[src/rtl/cla_multiword_sequencer.sv]
// Wide add/subtract built from one W-bit carry-lookahead adder reused once per word,
// least significant word first, with the inter-word carry kept in a register.

module carry_lookahead_generic #(
    parameter int N = 16
) (
    input  logic [N-1:0] a,
    input  logic [N-1:0] b,
    input  logic         cin,
    output logic [N-1:0] sum,
    output logic         cout
);
    localparam int LEVELS = $clog2(N);

    logic [N-1:0] p_s;
    logic [N-1:0] g_s;
    logic [N-1:0] carry_s;
    logic [N-1:0] gl_s [0:LEVELS];
    logic [N-1:0] pl_s [0:LEVELS];

    assign p_s = a ^ b;
    assign g_s = a & b;

    // Kogge-Stone prefix tree; cin is folded into bit 0 so gl_s[LEVELS][i] is the carry out of bit i
    always_comb begin
        gl_s[0]    = g_s;
        pl_s[0]    = p_s;
        gl_s[0][0] = g_s[0] | (p_s[0] & cin);
        for (int l = 0; l < LEVELS; l++) begin
            for (int i = 0; i < N; i++) begin
                if (i >= (1 << l)) begin
                    gl_s[l+1][i] = gl_s[l][i] | (pl_s[l][i] & gl_s[l][(i >= (1 << l)) ? (i - (1 << l)) : 0]);
                    pl_s[l+1][i] = pl_s[l][i] & pl_s[l][(i >= (1 << l)) ? (i - (1 << l)) : 0];
                end else begin
                    gl_s[l+1][i] = gl_s[l][i];
                    pl_s[l+1][i] = pl_s[l][i];
                end
            end
        end
    end

    // Carry into each bit position
    always_comb begin
        carry_s = {gl_s[LEVELS][N-2:0], cin};
    end

    assign sum  = p_s ^ carry_s;
    assign cout = gl_s[LEVELS][N-1];
endmodule

module cla_multiword_sequencer #(
    parameter int W     = 16,
    parameter int WORDS = 4
) (
    input  logic             clk,
    input  logic             rst,
    input  logic             in_valid,
    output logic             in_ready,
    input  logic             op_sub,
    input  logic [W*WORDS-1:0] a,
    input  logic [W*WORDS-1:0] b,
    input  logic             cin,
    output logic             out_valid,
    input  logic             out_ready,
    output logic [W*WORDS-1:0] result,
    output logic             cout,
    output logic             overflow,
    output logic             busy
);
    localparam int T  = W * WORDS;
    localparam int IW = (WORDS > 1) ? $clog2(WORDS) : 1;
    localparam logic [IW-1:0] LAST_IDX = IW'(WORDS - 1);
    localparam logic [IW-1:0] IDX_ONE  = IW'(1);

    typedef enum logic [1:0] {
        IDLE = 2'd0,
        RUN  = 2'd1,
        DONE = 2'd2
    } state_t;

    state_t          state_r;
    state_t          state_n;
    logic [T-1:0]    op_a_r;
    logic [T-1:0]    op_b_r;
    logic            carry_r;
    logic [IW-1:0]   idx_r;
    logic [T-1:0]    result_r;
    logic            cout_r;
    logic            overflow_r;
    logic            in_ready_r;
    logic            out_valid_r;
    logic            busy_r;

    logic [W-1:0]    word_a_s;
    logic [W-1:0]    word_b_s;
    logic [W-1:0]    sum_s;
    logic            carry_out_s;
    logic            last_s;
    logic            msb_carry_s;

    assign word_a_s    = op_a_r[32'(idx_r) * W +: W];
    assign word_b_s    = op_b_r[32'(idx_r) * W +: W];
    assign last_s      = (idx_r == LAST_IDX);
    // Carry into the top bit, recovered from the top-word sum bit and its operand bits
    assign msb_carry_s = op_a_r[T-1] ^ op_b_r[T-1] ^ sum_s[W-1];

    carry_lookahead_generic #(
        .N(W)
    ) u_cla (
        .a   (word_a_s),
        .b   (word_b_s),
        .cin (carry_r),
        .sum (sum_s),
        .cout(carry_out_s)
    );

    // Next-state decode
    always_comb begin
        state_n = state_r;
        case (state_r)
            IDLE: begin
                if (in_valid) begin
                    state_n = RUN;
                end else begin
                    state_n = IDLE;
                end
            end
            RUN: begin
                if (last_s) begin
                    state_n = DONE;
                end else begin
                    state_n = RUN;
                end
            end
            DONE: begin
                if (out_ready) begin
                    state_n = IDLE;
                end else begin
                    state_n = DONE;
                end
            end
            default: begin
                state_n = IDLE;
            end
        endcase
    end

    // State register and registered handshake flags derived from the next state
    always_ff @(posedge clk) begin
        if (rst) begin
            state_r     <= IDLE;
            in_ready_r  <= 1'b1;
            out_valid_r <= 1'b0;
            busy_r      <= 1'b0;
        end else begin
            state_r     <= state_n;
            in_ready_r  <= (state_n == IDLE);
            out_valid_r <= (state_n == DONE);
            busy_r      <= (state_n != IDLE);
        end
    end

    // Operand capture and word-serial datapath; subtract is a + ~b + ~cin
    always_ff @(posedge clk) begin
        if (rst) begin
            op_a_r     <= {T{1'b0}};
            op_b_r     <= {T{1'b0}};
            carry_r    <= 1'b0;
            idx_r      <= {IW{1'b0}};
            result_r   <= {T{1'b0}};
            cout_r     <= 1'b0;
            overflow_r <= 1'b0;
        end else begin
            case (state_r)
                IDLE: begin
                    if (in_valid) begin
                        op_a_r  <= a;
                        op_b_r  <= op_sub ? ~b : b;
                        carry_r <= op_sub ? ~cin : cin;
                        idx_r   <= {IW{1'b0}};
                    end
                end
                RUN: begin
                    result_r[32'(idx_r) * W +: W] <= sum_s;
                    carry_r                       <= carry_out_s;
                    if (last_s) begin
                        cout_r     <= carry_out_s;
                        overflow_r <= msb_carry_s ^ carry_out_s;
                    end else begin
                        idx_r <= idx_r + IDX_ONE;
                    end
                end
                DONE: begin
                    cout_r <= cout_r;
                end
                default: begin
                    idx_r <= {IW{1'b0}};
                end
            endcase
        end
    end

    assign in_ready  = in_ready_r;
    assign out_valid = out_valid_r;
    assign busy      = busy_r;
    assign result    = result_r;
    assign cout      = cout_r;
    assign overflow  = overflow_r;
endmodule
[config.mk]
export PLATFORM = sky130hd
export DESIGN_NAME = cla_multiword_sequencer
export DESIGN_NICKNAME = d
export VERILOG_FILES = /design/src/rtl/cla_multiword_sequencer.sv
export SDC_FILE = /design/constraint.sdc
export NUM_CORES = 1
export LEC_CHECK = 0
export BUFFER_PORTS_ARGS = -buffer_cell sky130_fd_sc_hd__buf_2
export CAP_MARGIN = 10
export CORE_ASPECT_RATIO = 1.25
export CORE_MARGIN = 4
export CORE_UTILIZATION = 25
export DETAILED_ROUTE_END_ITERATION = 8
export SLEW_MARGIN = 30
export SYNTH_ARGS = -nofsm -noshare
export SYNTH_HDL_FRONTEND = slang
export SYNTH_SLANG_ARGS = --single-unit
[constraint.sdc]
create_clock -name clk -period 12.1 [get_ports clk]
set_clock_uncertainty 0.05 [all_clocks]
set_input_delay 1.21 -clock clk [delete_from_list [all_inputs] [get_ports clk]]
set_output_delay 1.21 -clock clk [all_outputs]
set_load 0.05 [all_outputs]
==> flow_summary.json <==
{
  "synth_cell_types": 48,
  "use_met1": 0.174,
  "path_common_cell": "fa_1",
  "setup_violations": 0,
  "start_util": 0.255,
  "cts.sinks": 202,
  "min_from": "op_a_r[28]$_SDFFE_PP0P_",
  "finalHoldViolations": 0,
  "grt_max_degree": 138,
  "crit_chain": "buf_4 > mux4_2 > fa_1 > fa_1 > a21o_1 > a221oi_2 > nor3_1 > or3_4 > a31oi_4 > or4_1 > a31oi_1",
  "slew_violations": 0,
  "busiest_layer": "met2",
  "yosys_warnings": 0,
  "drt_wl_total_mm": 28.3,
  "synthCells": 975,
  "routabilityCongestion": 0.802,
  "cts_made_buffers": 23,
  "hold_depth": 2,
  "fmax_mhz": 237,
  "power_leakage_nw": 4.45,
  "met3_usage": 0.0231,
  "fillCellCount": 3740,
  "htreeDepth": 1,
  "ys_seq_area_frac": 0.447,
  "status": "finished, final reports clean",
  "crit_path_end_kind": "flip-flop",
  "clock-root-buffer": "clkbuf_16",
  "grt_pass1_vias": 7203,
  "synthArstFlopShare": 0,
  "critPathKind": "reg -> reg",
  "io_buffers": 202,
  "period_minus_slack_ns": 4.22,
  "drtPass1Iterations": 5,
  "ctsResizeCount": 0,
  "fin_nets": 1289,
  "worstReg2RegStart": "idx_r[0]$_SDFFE_PP0P_",
  "via_per_inst": 4.66,
  "ant_nets": 0,
  "overflow": 0,
  "areaGrowthSynthToFinish_pct": 24.0,
  "critPathLaunchType": "flip-flop",
  "io_pins": 203,
  "slowest_delay_ns": 0.61,
  "die_w_um": 178,
  "mappedNetlistArea_um2": 9050,
  "post-route-period-util": 0.349,
  "wl_per_cell_um": 17.4,
  "synth-seq-cells": 202,
  "synth_ff_type": "dfxtp_1",
  "crit_fanout": 40,
  "core_um2": 35600,
  "postCtsSetupBuffers": 0,
  "dieArea_um2": 39300,
  "syn_nets": 1132,
  "setup_tns_ns": 0,
  "cts_tree": "done",
  "grt_pass1_wl_mm": 42.0,
  "reg2reg_slack_ns": 7.88,
  "reg2regPathDepth": 11,
  "dpl.hpwl_mm": 21.0,
  "crit_arrival_ns": 4.49,
  "dr.first_iter.drc_count": 463,
  "syn_avg_cell_area_um2": 9.28,
  "clkLatencyLatePin_ns": 0.50,
  "drcViolationCount": 0,
  "crit_start": "idx_r[0]$_SDFFE_PP0P_",
  "min_path_type": "reg -> reg",
  "fin_area_um2": 11200,
  "ir_drop_mv": 0.0793,
  "antenna_found_initial": 0,
  "row_count": 77,
  "relSlewSlack": 0.368,
  "power.density_nw_per_um2": 152,
  "gr-usage-met2": 0.239,
  "required_ns": 12.37,
  "antenna_cells": 0,
  "synth_edf_count": 0,
  "maxCapViolations": 0,
  "slowest_stage": "mux4_2",
  "max_slew.worst_pin.slew_ns": 0.948,
  "clkTransAtPathRegs_ns": 0.06,
  "drive_gt1_frac": 0.255,
  "dieHeight_um": 221,
  "post-route-util": 0.316,
  "rsz0062_at_grt": "no",
  "dpl_cell_area_um2": 10400,
  "hold_buffers": 0,
  "total_power_w": 0.00170,
  "cts.path.max_buffers": 3,
  "grt_usage": 0.137,
  "detailroute.via_count": 7551
}
[cell usage in the layout, fill, tap and decap left out, types with 9 or more instances in the layout]
cell type / synthesis / layout
dfxtp_1: 202 / 200
buf_2: 8 / 200
nand2_1: 143 / 143
nor2_1: 124 / 124
a21oi_1: 78 / 78
xnor2_1: 74 / 74
a211oi_1: 68 / 68
a22oi_1: 54 / 54
mux4_2: 32 / 32
clkbuf_16: 0 / 23
ha_1: 21 / 21
inv_1: 10 / 10
o21ai_0: 9 / 9
[where the power goes]
group / switching [W] / internal, W / leakage, nW
Combinational: 0.000167 / 0.000101 / 2.42
Sequential: 0.0000229 / 0.000703 / 1.66
Clock: 0.000277 / 0.000431 / 0.377
Total: 0.000468 / 0.00124 / 4.45
[logic make-up (layout without fill, tap and decap cells)]
logic type / Yosys count / count (layout) / synth area share
AND/OR/NAND/NOR: 310 / 310 / 0.146
flip-flops: 202 / 202 / 0.447
multiplexers: 33 / 33 / 0.0809
adder cells (fa/ha/maj): 23 / 23 / 0.0335
XOR/XNOR: 80 / 80 / 0.0774
AO/OA/AOI/OAI: 238 / 238 / 0.177
buffers and inverters: 89 / 262 / 0.0380
[path summary, 6_finish.rpt]
path | endpoint
min | op_a_r[28]$_SDFFE_PP0P_
max reg2reg | result[30]$_SDFFE_PP0P_
min reg2reg | op_a_r[28]$_SDFFE_PP0P_
max | result[30]$_SDFFE_PP0P_
[cell type report]
cell class,instances,area [um^2],area share
inverters,10,37.5,0.00334
flip-flops and latches,202,4050,0.361
clock inverters,8,106,0.00948
multi-input cells,684,4670,0.416
repair buffers,211,1100,0.0978
well taps,474,593,0.0528
clock buffers,33,673,0.0600
[per-stage QoR]
step	hold WS (ns)	worst slack (ns)	std cells
2_1_floorplan	0.383	8.19	975
3_3_place_gp	0.393	7.94	1581
3_5_place_dp	0.396	7.86	1581
4_1_cts	0.403	7.84	1622
5_1_grt	0.427	7.62	1622
6_report	0.403	7.88	1622
[Yosys cell counts (all sizes together), types with 8 or more instances]
cell type / count / area share
nand2: 143 / 0.059
a211oi: 68 / 0.056
buf: 16 / 0.0077
nand3: 8 / 0.0044
clkbuf: 63 / 0.026
ha: 21 / 0.029
a21o: 8 / 0.0066
a21oi: 79 / 0.044
xnor2: 74 / 0.072
a22oi: 54 / 0.045
dfxtp: 202 / 0.45
mux4: 32 / 0.080
inv: 10 / 0.0041
nor2: 124 / 0.051
o21ai: 9 / 0.0050
[sequential cells by signal (all words and copies together), names as in the netlist]
name and count:
busy 1, carry_r 1, cout 1, idx_r 2
in_ready 1, op_a_r 64, op_b_r 64, out_valid 1
overflow 1, result 64, state_r 2
[per-layer routing]
metal	share of wire	up-vias
met5	0	-
met4	0.027	0
met3	0.064	33
met2	0.50	213
met1	0.41	3555
li1	-	3750
[critical path, delay by kind of cell, from the launching register on]
family                     cells  cell delay (ns)
AOI/OAI and AO/OA              4             0.94
adders and majority gates      2             0.89
buffers and inverters          1             0.58
DFF                            1             0.31
muxes                          1             0.61
and+or+nand+nor                3             0.64
Note: power is estimated with default switching activity, not from simulation.
